### config.mk
export PLATFORM = sky130hd
export DESIGN_NAME = uc_movimento_multi
export DESIGN_NICKNAME = d
export VERILOG_FILES = /design/src/rtl/uc_movimento_multi.sv
export SDC_FILE = /design/constraint.sdc
export NUM_CORES = 1
export LEC_CHECK = 0
export ABC_CLOCK_PERIOD_IN_PS = 9700
export BUFFER_PORTS_ARGS = -buffer_cell sky130_fd_sc_hd__buf_2
export CAP_MARGIN = 0
export CORE_MARGIN = 2
export CORE_UTILIZATION = 60
export DETAILED_ROUTE_END_ITERATION = 10
export PLACE_DENSITY = 0.82
export SYNTH_ARGS = -nofsm -noshare
export SYNTH_HDL_FRONTEND = slang
export SYNTH_SLANG_ARGS = --single-unit
### constraint.sdc
create_clock -name clock -period 9.7 [get_ports clock]
set_clock_uncertainty 0.1 [all_clocks]
set_input_delay 0.97 -clock clock [delete_from_list [all_inputs] [get_ports clock]]
set_output_delay 0.97 -clock clock [all_outputs]
set_load 0.005 [all_outputs]
### src/rtl/uc_movimento_multi.sv
// rtl/uc_movimento_multi.sv - SCAN elevator motion controller with door dwell and travel timeout
module uc_movimento_multi #(
  parameter int N_ANDARES = 8,
  parameter int W_ANDAR   = 3,
  parameter int T_PORTA   = 50,
  parameter int T_LIMITE  = 1000
) (
  input  logic                 clock,
  input  logic                 reset,
  input  logic                 iniciar,
  input  logic                 emergencia,
  input  logic                 pedido_valido,
  input  logic [W_ANDAR-1:0]   pedido_andar,
  output logic                 pedido_pronto,
  output logic                 pedido_rejeit,
  input  logic                 sensor_andar,
  output logic                 motor_sobe,
  output logic                 motor_desce,
  output logic                 porta_aberta,
  output logic                 chegou,
  output logic [W_ANDAR-1:0]   andar_atual,
  output logic [N_ANDARES-1:0] pendentes,
  output logic                 erro,
  output logic [3:0]           db_estado
);

  localparam int W_MOV   = $clog2(T_LIMITE);
  localparam int W_PORTA = $clog2(T_PORTA + 1);
  localparam logic [W_MOV-1:0]   MOV_MAX    = W_MOV'(T_LIMITE - 1);
  localparam logic [W_PORTA-1:0] PORTA_MAX  = W_PORTA'(T_PORTA - 1);
  localparam logic [W_ANDAR-1:0] ANDAR_TOPO = W_ANDAR'(N_ANDARES - 1);

  typedef enum logic [3:0] {
    INICIAL    = 4'd0,
    INICIALIZA = 4'd1,
    OCIOSO     = 4'd2,
    DECIDE     = 4'd3,
    SUBINDO    = 4'd4,
    DESCENDO   = 4'd5,
    REGISTRA   = 4'd6,
    CHECA      = 4'd7,
    PORTA      = 4'd8,
    ERRO       = 4'd9
  } estado_t;

  estado_t               estado, estado_prox;
  logic                  dir_sobe;
  logic                  sensor_q;
  logic                  entrou;
  logic                  rejeit_q;
  logic [W_MOV-1:0]      cnt_mov;
  logic [W_PORTA-1:0]    cnt_porta;
  logic [W_ANDAR-1:0]    andar_q;
  logic [N_ANDARES-1:0]  pend_q;

  logic                  borda;
  logic                  aceito;
  logic                  em_faixa;
  logic                  reinicia_porta;
  logic                  parada_aqui;
  logic                  entra_porta;
  logic [N_ANDARES-1:0]  mask_atual;
  logic [N_ANDARES-1:0]  mask_pedido;
  logic [N_ANDARES-1:0]  mask_ate_atual;
  logic [N_ANDARES-1:0]  acima;
  logic [N_ANDARES-1:0]  abaixo;
  logic [N_ANDARES-1:0]  set_mask;
  logic [N_ANDARES-1:0]  clr_mask;

  // Request handshake, floor masks and the stops above/below the cab
  always_comb begin
    pedido_pronto = (estado == OCIOSO)  || (estado == DECIDE)   ||
                    (estado == SUBINDO) || (estado == DESCENDO) ||
                    (estado == REGISTRA) || (estado == CHECA)   ||
                    (estado == PORTA);
    aceito         = pedido_valido && pedido_pronto;
    // A shift past the top bit yields zero, so an out-of-range floor has an empty mask
    mask_pedido    = N_ANDARES'(1) << pedido_andar;
    em_faixa       = |mask_pedido;
    mask_atual     = N_ANDARES'(1) << andar_q;
    mask_ate_atual = (mask_atual << 1) - N_ANDARES'(1);
    acima          = pend_q & ~mask_ate_atual;
    abaixo         = pend_q & (mask_atual - N_ANDARES'(1));
    parada_aqui    = |(pend_q & mask_atual);
    borda          = sensor_andar && !sensor_q;
    reinicia_porta = (estado == PORTA) && aceito && em_faixa && (mask_pedido == mask_atual);
  end

  // Next-state logic; emergency overrides every other transition
  always_comb begin
    estado_prox = estado;
    case (estado)
      INICIAL:    if (iniciar) estado_prox = INICIALIZA;
      INICIALIZA: estado_prox = OCIOSO;
      OCIOSO:     if (|pend_q) estado_prox = DECIDE;
      DECIDE: begin
        if (parada_aqui)
          estado_prox = PORTA;
        else if (dir_sobe ? |acima : |abaixo)
          estado_prox = dir_sobe ? SUBINDO : DESCENDO;
        else if (dir_sobe ? |abaixo : |acima)
          estado_prox = dir_sobe ? DESCENDO : SUBINDO;
        else
          estado_prox = OCIOSO;
      end
      SUBINDO: begin
        if (borda)
          estado_prox = (andar_q == ANDAR_TOPO) ? ERRO : REGISTRA;
        else if (cnt_mov == MOV_MAX)
          estado_prox = ERRO;
      end
      DESCENDO: begin
        if (borda)
          estado_prox = (andar_q == '0) ? ERRO : REGISTRA;
        else if (cnt_mov == MOV_MAX)
          estado_prox = ERRO;
      end
      REGISTRA:   estado_prox = CHECA;
      CHECA:      estado_prox = parada_aqui ? PORTA : (dir_sobe ? SUBINDO : DESCENDO);
      PORTA:      if (!reinicia_porta && (cnt_porta == PORTA_MAX)) estado_prox = DECIDE;
      ERRO:       if (iniciar) estado_prox = INICIALIZA;
      default:    estado_prox = INICIAL;
    endcase
    if (emergencia && (estado != INICIAL) && (estado != ERRO))
      estado_prox = ERRO;
  end

  // Pending-stop updates: new requests set bits, arriving at a floor clears its bit
  always_comb begin
    entra_porta = (estado_prox == PORTA) && (estado != PORTA);
    set_mask    = (aceito && em_faixa && !reinicia_porta) ? mask_pedido : '0;
    clr_mask    = entra_porta ? mask_atual : '0;
  end

  // State register, floor tracking, timers and the stop bitmap
  always_ff @(posedge clock or posedge reset) begin
    if (reset) begin
      estado    <= INICIAL;
      dir_sobe  <= 1'b1;
      sensor_q  <= 1'b0;
      entrou    <= 1'b0;
      rejeit_q  <= 1'b0;
      cnt_mov   <= '0;
      cnt_porta <= '0;
      andar_q   <= '0;
      pend_q    <= '0;
    end else begin
      estado   <= estado_prox;
      sensor_q <= sensor_andar;
      entrou   <= entra_porta;
      rejeit_q <= aceito && !em_faixa;

      if (estado == INICIALIZA || estado_prox == SUBINDO)
        dir_sobe <= 1'b1;
      else if (estado_prox == DESCENDO)
        dir_sobe <= 1'b0;

      // Movement timer restarts whenever the cab resumes motion
      if (estado == SUBINDO || estado == DESCENDO)
        cnt_mov <= cnt_mov + 1'b1;
      else
        cnt_mov <= '0;

      // A repeated request for the open floor holds the door longer
      if (estado == PORTA && !reinicia_porta)
        cnt_porta <= cnt_porta + 1'b1;
      else
        cnt_porta <= '0;

      if (estado == INICIALIZA)
        andar_q <= '0;
      else if (estado == REGISTRA)
        andar_q <= dir_sobe ? andar_q + 1'b1 : andar_q - 1'b1;

      if (estado == INICIALIZA)
        pend_q <= '0;
      else
        pend_q <= (pend_q | set_mask) & ~clr_mask;
    end
  end

  // Moore outputs decoded from the state so reset clears them immediately
  always_comb begin
    motor_sobe    = (estado == SUBINDO) ||
                    (((estado == REGISTRA) || (estado == CHECA)) && dir_sobe);
    motor_desce   = (estado == DESCENDO) ||
                    (((estado == REGISTRA) || (estado == CHECA)) && !dir_sobe);
    porta_aberta  = (estado == PORTA);
    chegou        = (estado == PORTA) && entrou;
    erro          = (estado == ERRO);
    pedido_rejeit = rejeit_q;
    andar_atual   = andar_q;
    pendentes     = pend_q;
    db_estado     = estado;
  end

endmodule

==> reports/metrics.cfg, run 1 <==
[cells_and_area]
area_delta_synth_final_pct=10.9
n_antenna_cell=0
final_cells=344
drive_above_1_share_pct=18.2
final_cell_area_sq_um=2600
nNetsFinal=309
utilization_pct=69.9

[floorplanning]
num_rows=22
dieArea_sq_um=4420
core_area_sq_um=3720
die_height_um=66.5
io_pins=31
die_w_um=66.5
start_util_pct=63.0

[grt]
grt_max_degree=36
grt_pass1_wl_um=8780
track_usage_pct=26.5
grtUsageMet3_pct=6.76
grt_pass1_vias=1954
met2_usage_pct=42.0
grt_antenna_before_repair=0
busiest_layer=met2
grt.overflow.total=0
met1_usage_pct=34.6

[synth]
synth_most_common_cell=dfrtp_1
synth_flop_cell=dfrtp_1
netlist_instances=269
synth_area_leaders=dfrtp_1 36%, nor2_1 4.8%, nor3_1 3.6%, xor2_1 3.4%, o21ai_0 3.0%
netlist.area_leader.share_pct=36.3
synth_seq_cells=35
syn_area_sq_um=2340
synth_warnings=0
synthTopCellsByCount=34 x dfrtp_1, 30 x nor2_1, 17 x nand2_1, 17 x nor3_1
synth_cell_types=57
ys_seq_area_share_pct=37.4
synth_fp_nets=283
synth_edf_count=0
yosysTopAreaCell=dfrtp_1
avgSynthCellArea_sq_um=8.71
async_flop_share_pct=100

[timing]
fin_crit_ns=3.43
min_period_over_period_pct=35.4
slew_violations=0
rsz0062_at_grt=no
worst_slew_pin_slew_ns=0.806
relSlewSlack_pct=46.3
setup_violations=0
fmax_ghz=0.291
layout_setup_ws_ns=6.27
hold_viol_final=0
setup_tns_ns=0

[worst_setup_path]
path_class=reg2reg
cp-start-kind=flop
cp_data_required_time_ns=9.74
reg2reg_depth=10
r2r_slack_ns=6.27
arrival_ns=3.47
cp_max_fo=21
cp-end-kind=flop

[job]
drv_cap=0

[place]
pre_cts_ws_ns=6.33
place_area_sq_um=2490
port_buffers=30
hpwl_um=3820
dp_cells=336
place_congestion=0.916

[clocking]
cts_setup_buffers=0
cts_max_path_buffers=2
cts-root-buf=clkbuf_8
tritoncts=yes
insertion_delay_ns=0.30
cts_hold_buf=0
htree_num_levels=2
cts_buffers=5
clkTransAtPathRegs_ns=0.08
numClockSinks=35
post_cts_resized=0

[routing]
post_drt_wl_per_cell_um=15.6
drt_pass1_iterations=4
drtIter0Drc=337
num_vias=2107
routed_via_density=6.13
drt-total-wl_um=5380
drc=0
antenna_left=0

[power_and_ir_drop]
powerDensity_nw_per_um2=198
ir_worst_vdd_mv=0.102
cellLeakagePower_nw=1.15

[hold_path]
hold_path_class=reg2reg
min_path_cells=1

[status]
outcome=finished clean

[cells in the final DEF (no fill, tap or decap), types with 4 or more instances in the layout]
| cell type | n |
|---|---|
| and2_1 | 5 |
| a31oi_1 | 5 |
| nand2_1 | 17 |
| dfrtp_1 | 34 |
| mux2i_1 | 5 |
| nand2b_1 | 10 |
| xor2_1 | 9 |
| ha_1 | 4 |
| nand3_1 | 12 |
| buf_2 | 30 |
| nor2b_1 | 4 |
| a21oi_1 | 11 |
| nor3_1 | 17 |
| xnor2_1 | 8 |
| o21ai_0 | 14 |
| clkbuf_8 | 7 |
| inv_1 | 14 |
| nor2_1 | 30 |
[report_power, final]
group,total [W],leakage (nW),switching [W],internal [W]
registers,0.000206,0.473,0.0000416,0.000164
clock network,0.000119,0.0505,0.0000548,0.0000646
logic,0.000190,0.624,0.000110,0.0000799
[cell families after synthesis]
group	Yosys count	share of synthesized area, %
flip-flops	35	37.4
XOR/XNOR	18	7.05
other	1	0.160
AO/OA/AOI/OAI	56	17.3
buffers and inverters	28	5.40
multiplexers	5	2.14
adder cells (fa/ha/maj)	6	3.47
AND/OR/NAND/NOR	120	27.1
[sequential cells by signal (all words and copies together) (netlist names)]
register,flops
entrou,1
cnt_porta,6
db_estado,4
pendentes,8
dir_sobe,1
pedido_rejeit,1
andar_atual,3
cnt_mov,10
sensor_q,1
[path summary, 6_finish.rpt]
| kind | start | to |
|---|---|---|
| worst min register to register | cnt_mov[0] | cnt_mov[0] |
| worst max register to register | andar_atual[0] | pendentes[7] |
| worst max-delay path | andar_atual[0] | pendentes[7] |
| min in group asynchronous | reset | cnt_mov[5] |
| worst min-delay path | cnt_mov[0] | cnt_mov[0] |
| max in group asynchronous | reset | dir_sobe |
[layer usage]
metal,up-vias,share of wire [%]
met5,-,0
met4,0,2.4
li1,1008,-
met2,93,48
met1,992,44
met3,14,6.1
[area by class of cell]
cell class	instances	area [sq um]
multi-input cells	206	1340
fillers	313	1120
flip-flops and latches	35	877
repair buffers	31	158
clock buffers	7	96.3
inverters	16	60.1
well taps	48	60.1
clock inverters	1	7.51
[stage by stage]
stage	power (W)	hold WS, ns
floorplan	0.000334	0.355
global route	0.000546	0.409
detailed placement	0.000392	0.381
finish	0.000515	0.385
CTS	0.000512	0.390
global placement	0.000390	0.373
[critical path, cell delays in order (launching register included)]
cell and delay [ns]:
dfrtp_1 0.87, nor3_1 0.18, inv_1 0.10, ha_1 0.34, nand2b_1 0.16, mux2i_1 0.07, or4_4 0.56, and4_4 0.22
a221oi_4 0.37, and2_1 0.20, a31oi_1 0.09
Power figures use the tool's default switching activity.
==> run 2: changes to the inputs <==
==> config.mk (replaced) <==
export PLATFORM = sky130hd
export DESIGN_NAME = uc_movimento_multi
export DESIGN_NICKNAME = d
export VERILOG_FILES = /design/src/rtl/uc_movimento_multi.sv
export SDC_FILE = /design/constraint.sdc
export NUM_CORES = 1
export LEC_CHECK = 0
export ABC_AREA = 1
export ABC_CLOCK_PERIOD_IN_PS = 3500
export BUFFER_PORTS_ARGS = -buffer_cell sky130_fd_sc_hd__buf_2
export CAP_MARGIN = 0
export CORE_MARGIN = 2
export CORE_UTILIZATION = 58
export DETAILED_ROUTE_END_ITERATION = 10
export PLACE_DENSITY = 0.8
export SYNTH_ARGS = -nofsm -noshare
export SYNTH_HDL_FRONTEND = slang
export SYNTH_SLANG_ARGS = --single-unit
==> constraint.sdc (replaced) <==
create_clock -name clock -period 3.5 [get_ports clock]
set_clock_uncertainty 0.1 [all_clocks]
set_input_delay 0.35 -clock clock [delete_from_list [all_inputs] [get_ports clock]]
set_output_delay 0.35 -clock clock [all_outputs]
set_load 0.005 [all_outputs]
==> reports/metrics.cfg, run 2 <==
[cells_and_area]
nNetsFinal=442  ; was 309
multi_input_area_sq_um=1370  ; was 1340 sq um
layout_common_cells=105 x nand2_1, 78 x nor2_1, 58 x inv_1  ; was 34 x dfrtp_1, 30 x nor2_1, 30 x buf_2
largest_reg_flops=10  ; unchanged
final_cell_area_sq_um=2790  ; was 2600 sq um
final-seq-area_sq_um=877  ; unchanged
n_antenna_cell=0  ; unchanged
area_delta_synth_final_pct=11.0  ; was 10.9%
drive_above_1_share_pct=11.9  ; was 18.2%
largest-register=cnt_mov  ; unchanged
utilization_pct=68.2  ; was 69.9%
fillCellCount=385  ; was 313
layout_commonest_cell=nand2_1  ; was dfrtp_1

[clocking]
cts-root-buf=clkbuf_8  ; unchanged
tritoncts=yes  ; unchanged
numClockSinks=35  ; unchanged
clkTransAtPathRegs_ns=0.08  ; about the same
htree_num_levels=2  ; unchanged
post_cts_resized=0  ; unchanged
cts_hold_buf=0  ; unchanged
cts_setup_buffers=0  ; unchanged
insertion_delay_ns=0.29  ; was 0.30 ns
cts_buffers=5  ; unchanged
cts_max_path_buffers=2  ; unchanged

[synth]
synth_flop_cell=dfrtp_1  ; unchanged
syn_area_sq_um=2510  ; was 2340 sq um
netlist.area_leader.share_pct=33.9  ; was 36.3%
synth_area_leaders=dfrtp_1 34%, nand2_1 16%, nor2_1 12%, inv_1 8.7%, nand3_1 8.6%  ; was dfrtp_1 36%, nor2_1 4.8%, nor3_1 3.6%, xor2_1 3.4%, o21ai_0 3.0%
synth_fp_nets=410  ; was 283
ys_seq_area_share_pct=34.9  ; was 37.4%
synth_edf_count=0  ; unchanged
avgSynthCellArea_sq_um=6.34  ; was 8.71 sq um
synth_most_common_cell=nand2_1  ; was dfrtp_1
synthTopCellsByCount=105 x nand2_1, 78 x nor2_1, 58 x inv_1  ; was 34 x dfrtp_1, 30 x nor2_1, 17 x nand2_1, 17 x nor3_1
netlist_instances=396  ; was 269
yosysTopAreaCell=dfrtp_1  ; unchanged
synth_warnings=0  ; unchanged
synth_cell_types=31  ; was 57
synth_seq_cells=35  ; unchanged
async_flop_share_pct=100  ; unchanged

[timing]
worst_slew_pin_slew_ns=0.576  ; was 0.806 ns
layout_setup_ws_ns=0.601  ; was 6.27 ns
setup_violations=0  ; unchanged
min_period_over_period_pct=82.8  ; was 35.4%
slew_violations=0  ; unchanged
hold_viol_final=0  ; unchanged
fmax_ghz=0.345  ; was 0.291 GHz
setup_tns_ns=0  ; unchanged
fin_crit_ns=2.90  ; was 3.43 ns
rsz0062_at_grt=no  ; unchanged
relSlewSlack_pct=61.6  ; was 46.3%

[routing]
met3WireLength_um=444  ; was 327 um
wl_met2_um=2950  ; was 2580 um
num_vias=2617  ; was 2107
post_drt_wl_per_cell_um=13.1  ; was 15.6 um
routed.top_layer=met4  ; unchanged
antenna_left=0  ; unchanged
routed_via_density=5.46  ; was 6.13
drc=0  ; unchanged
drt-total-wl_um=6270  ; was 5380 um
wl_met1_um=2750  ; was 2340 um
drtIter0Drc=226  ; was 337
drt_pass1_iterations=5  ; was 4

[power_and_ir_drop]
power_w=0.00155  ; was 0.000515 W
cellLeakagePower_nw=1.54  ; was 1.15 nW
ir_worst_vdd_mv=0.340  ; was 0.102 mV
powerDensity_nw_per_um2=558  ; was 198 nW/um^2

[place]
hpwl_um=4730  ; was 3820 um
pre_cts_ws_ns=0.692  ; was 6.33 ns
place_area_sq_um=2700  ; was 2490 sq um
port_buffers=30  ; unchanged
place_congestion=0.984  ; was 0.916

[grt]
grt.overflow.total=0  ; unchanged
grt_antenna_before_repair=0  ; unchanged
grt_max_degree=36  ; unchanged
grt_pass1_wl_um=10700  ; was 8780 um
track_usage_pct=27.0  ; was 26.5%
grt_pass1_vias=2410  ; was 1954

[worst_setup_path]
cp-start-kind=flop  ; unchanged
cp_data_required_time_ns=3.58  ; was 9.74 ns
path_class=reg2reg  ; unchanged
reg2reg_depth=14  ; was 10
cp-end-kind=flop  ; unchanged
arrival_ns=2.98  ; was 3.47 ns
r2r-end=pendentes[2]  ; was pendentes[7]
timing.rr.start=andar_atual[2]  ; was andar_atual[0]
r2r_slack_ns=0.60  ; was 6.27 ns
cp_max_fo=17  ; was 21

[floorplanning]
dieArea_sq_um=4870  ; was 4420 sq um
die_w_um=69.8  ; was 66.5 um
num_rows=23  ; was 22
start_util_pct=61.5  ; was 63.0%
core_area_sq_um=4090  ; was 3720 sq um
io_pins=31  ; unchanged
die_height_um=69.8  ; was 66.5 um

[job]
drv_cap=0  ; unchanged

[status]
outcome=finished clean  ; unchanged

[hold_path]
hold_path_class=in2async  ; was reg2reg

run 2: cell count changes in the layout (fill, tap and decap cells not counted), sizes merged, moves of 7 or more:
| cell | previous run | this run |
|---|---|---|
| inv | 16 | 60 |
| xor2 | 10 | 3 |
| nor3 | 17 | 6 |
| nor2 | 31 | 82 |
| nand3 | 12 | 45 |
| nand2b | 10 | 0 |
| nand2 | 17 | 105 |
run 2: how the worst max path moves through the flow:
stage	start	to	slack, ns
floorplan	andar_atual[1]	pendentes[3]	1.11
global placement	andar_atual[0]	pendentes[4]	0.72
detailed placement	andar_atual[1]	pendentes[2]	0.69
CTS	andar_atual[1]	pendentes[2]	0.66
global route	andar_atual[2]	pendentes[4]	0.37
finish	andar_atual[2]	pendentes[2]	0.60
run 2: cells by family (layout without fill, tap and decap cells):
kind of cell	Yosys count	in the layout	synth area share, %
adder cells (fa/ha/maj)	5	5	2.79
flip-flops	35	35	34.9
other	1	1	0.149
buffers and inverters	67	100	10.4
AND/OR/NAND/NOR	247	247	42.2
XOR/XNOR	5	5	1.74
AO/OA/AOI/OAI	36	36	7.82
run 2: layout make-up:
| type | count | area share [%] |
|---|---|---|
| Tap cell | 50 | 2.24 |
| Sequential cell | 35 | 31.5 |
| Clock inverter | 3 | 0.718 |
| Clock buffer | 5 | 2.47 |
| Timing Repair Buffer | 31 | 5.66 |
| Multi-Input combinational cell | 294 | 49.2 |
| Inverter | 61 | 8.21 |
run 2: where the power goes:
| part | leakage [nW] | internal (W) | switching, W |
|---|---|---|---|
| clock | 0.0402 | 0.000138 | 0.000155 |
| combinational | 1.03 | 0.000233 | 0.000442 |
| sequential | 0.472 | 0.000474 | 0.000111 |
| total | 1.54 | 0.000846 | 0.000708 |
run 2: worst max-delay path: stages (launching register included):
cell,delay (ns)
dfrtp_1,0.71
inv_2,0.21
nand2_1,0.22
ha_1,0.29
inv_1,0.09
nand2_1,0.09
nand2_1,0.06
nand2_1,0.06
nand2_1,0.05
nor2_1,0.15
nor2_1,0.07
a21oi_2,0.17
nand4_2,0.26
nor2_1,0.18
nor2_1,0.07
run 2: layer usage:
layer / up-vias / GRT usage (%)
met4: 0 / 9.62
met2: 109 / 45.0
met1: 1183 / 34.9
met3: 19 / 5.38
met5: - / 0
li1: 1306 / -
run 2: per-stage QoR:
stage / hold WS, ns / instances
global route: 0.0764 / 479
finish: 0.0572 / 479
detailed placement: 0.360 / 471
floorplan: 0.281 / 396
CTS: 0.0614 / 479
global placement: 0.352 / 471
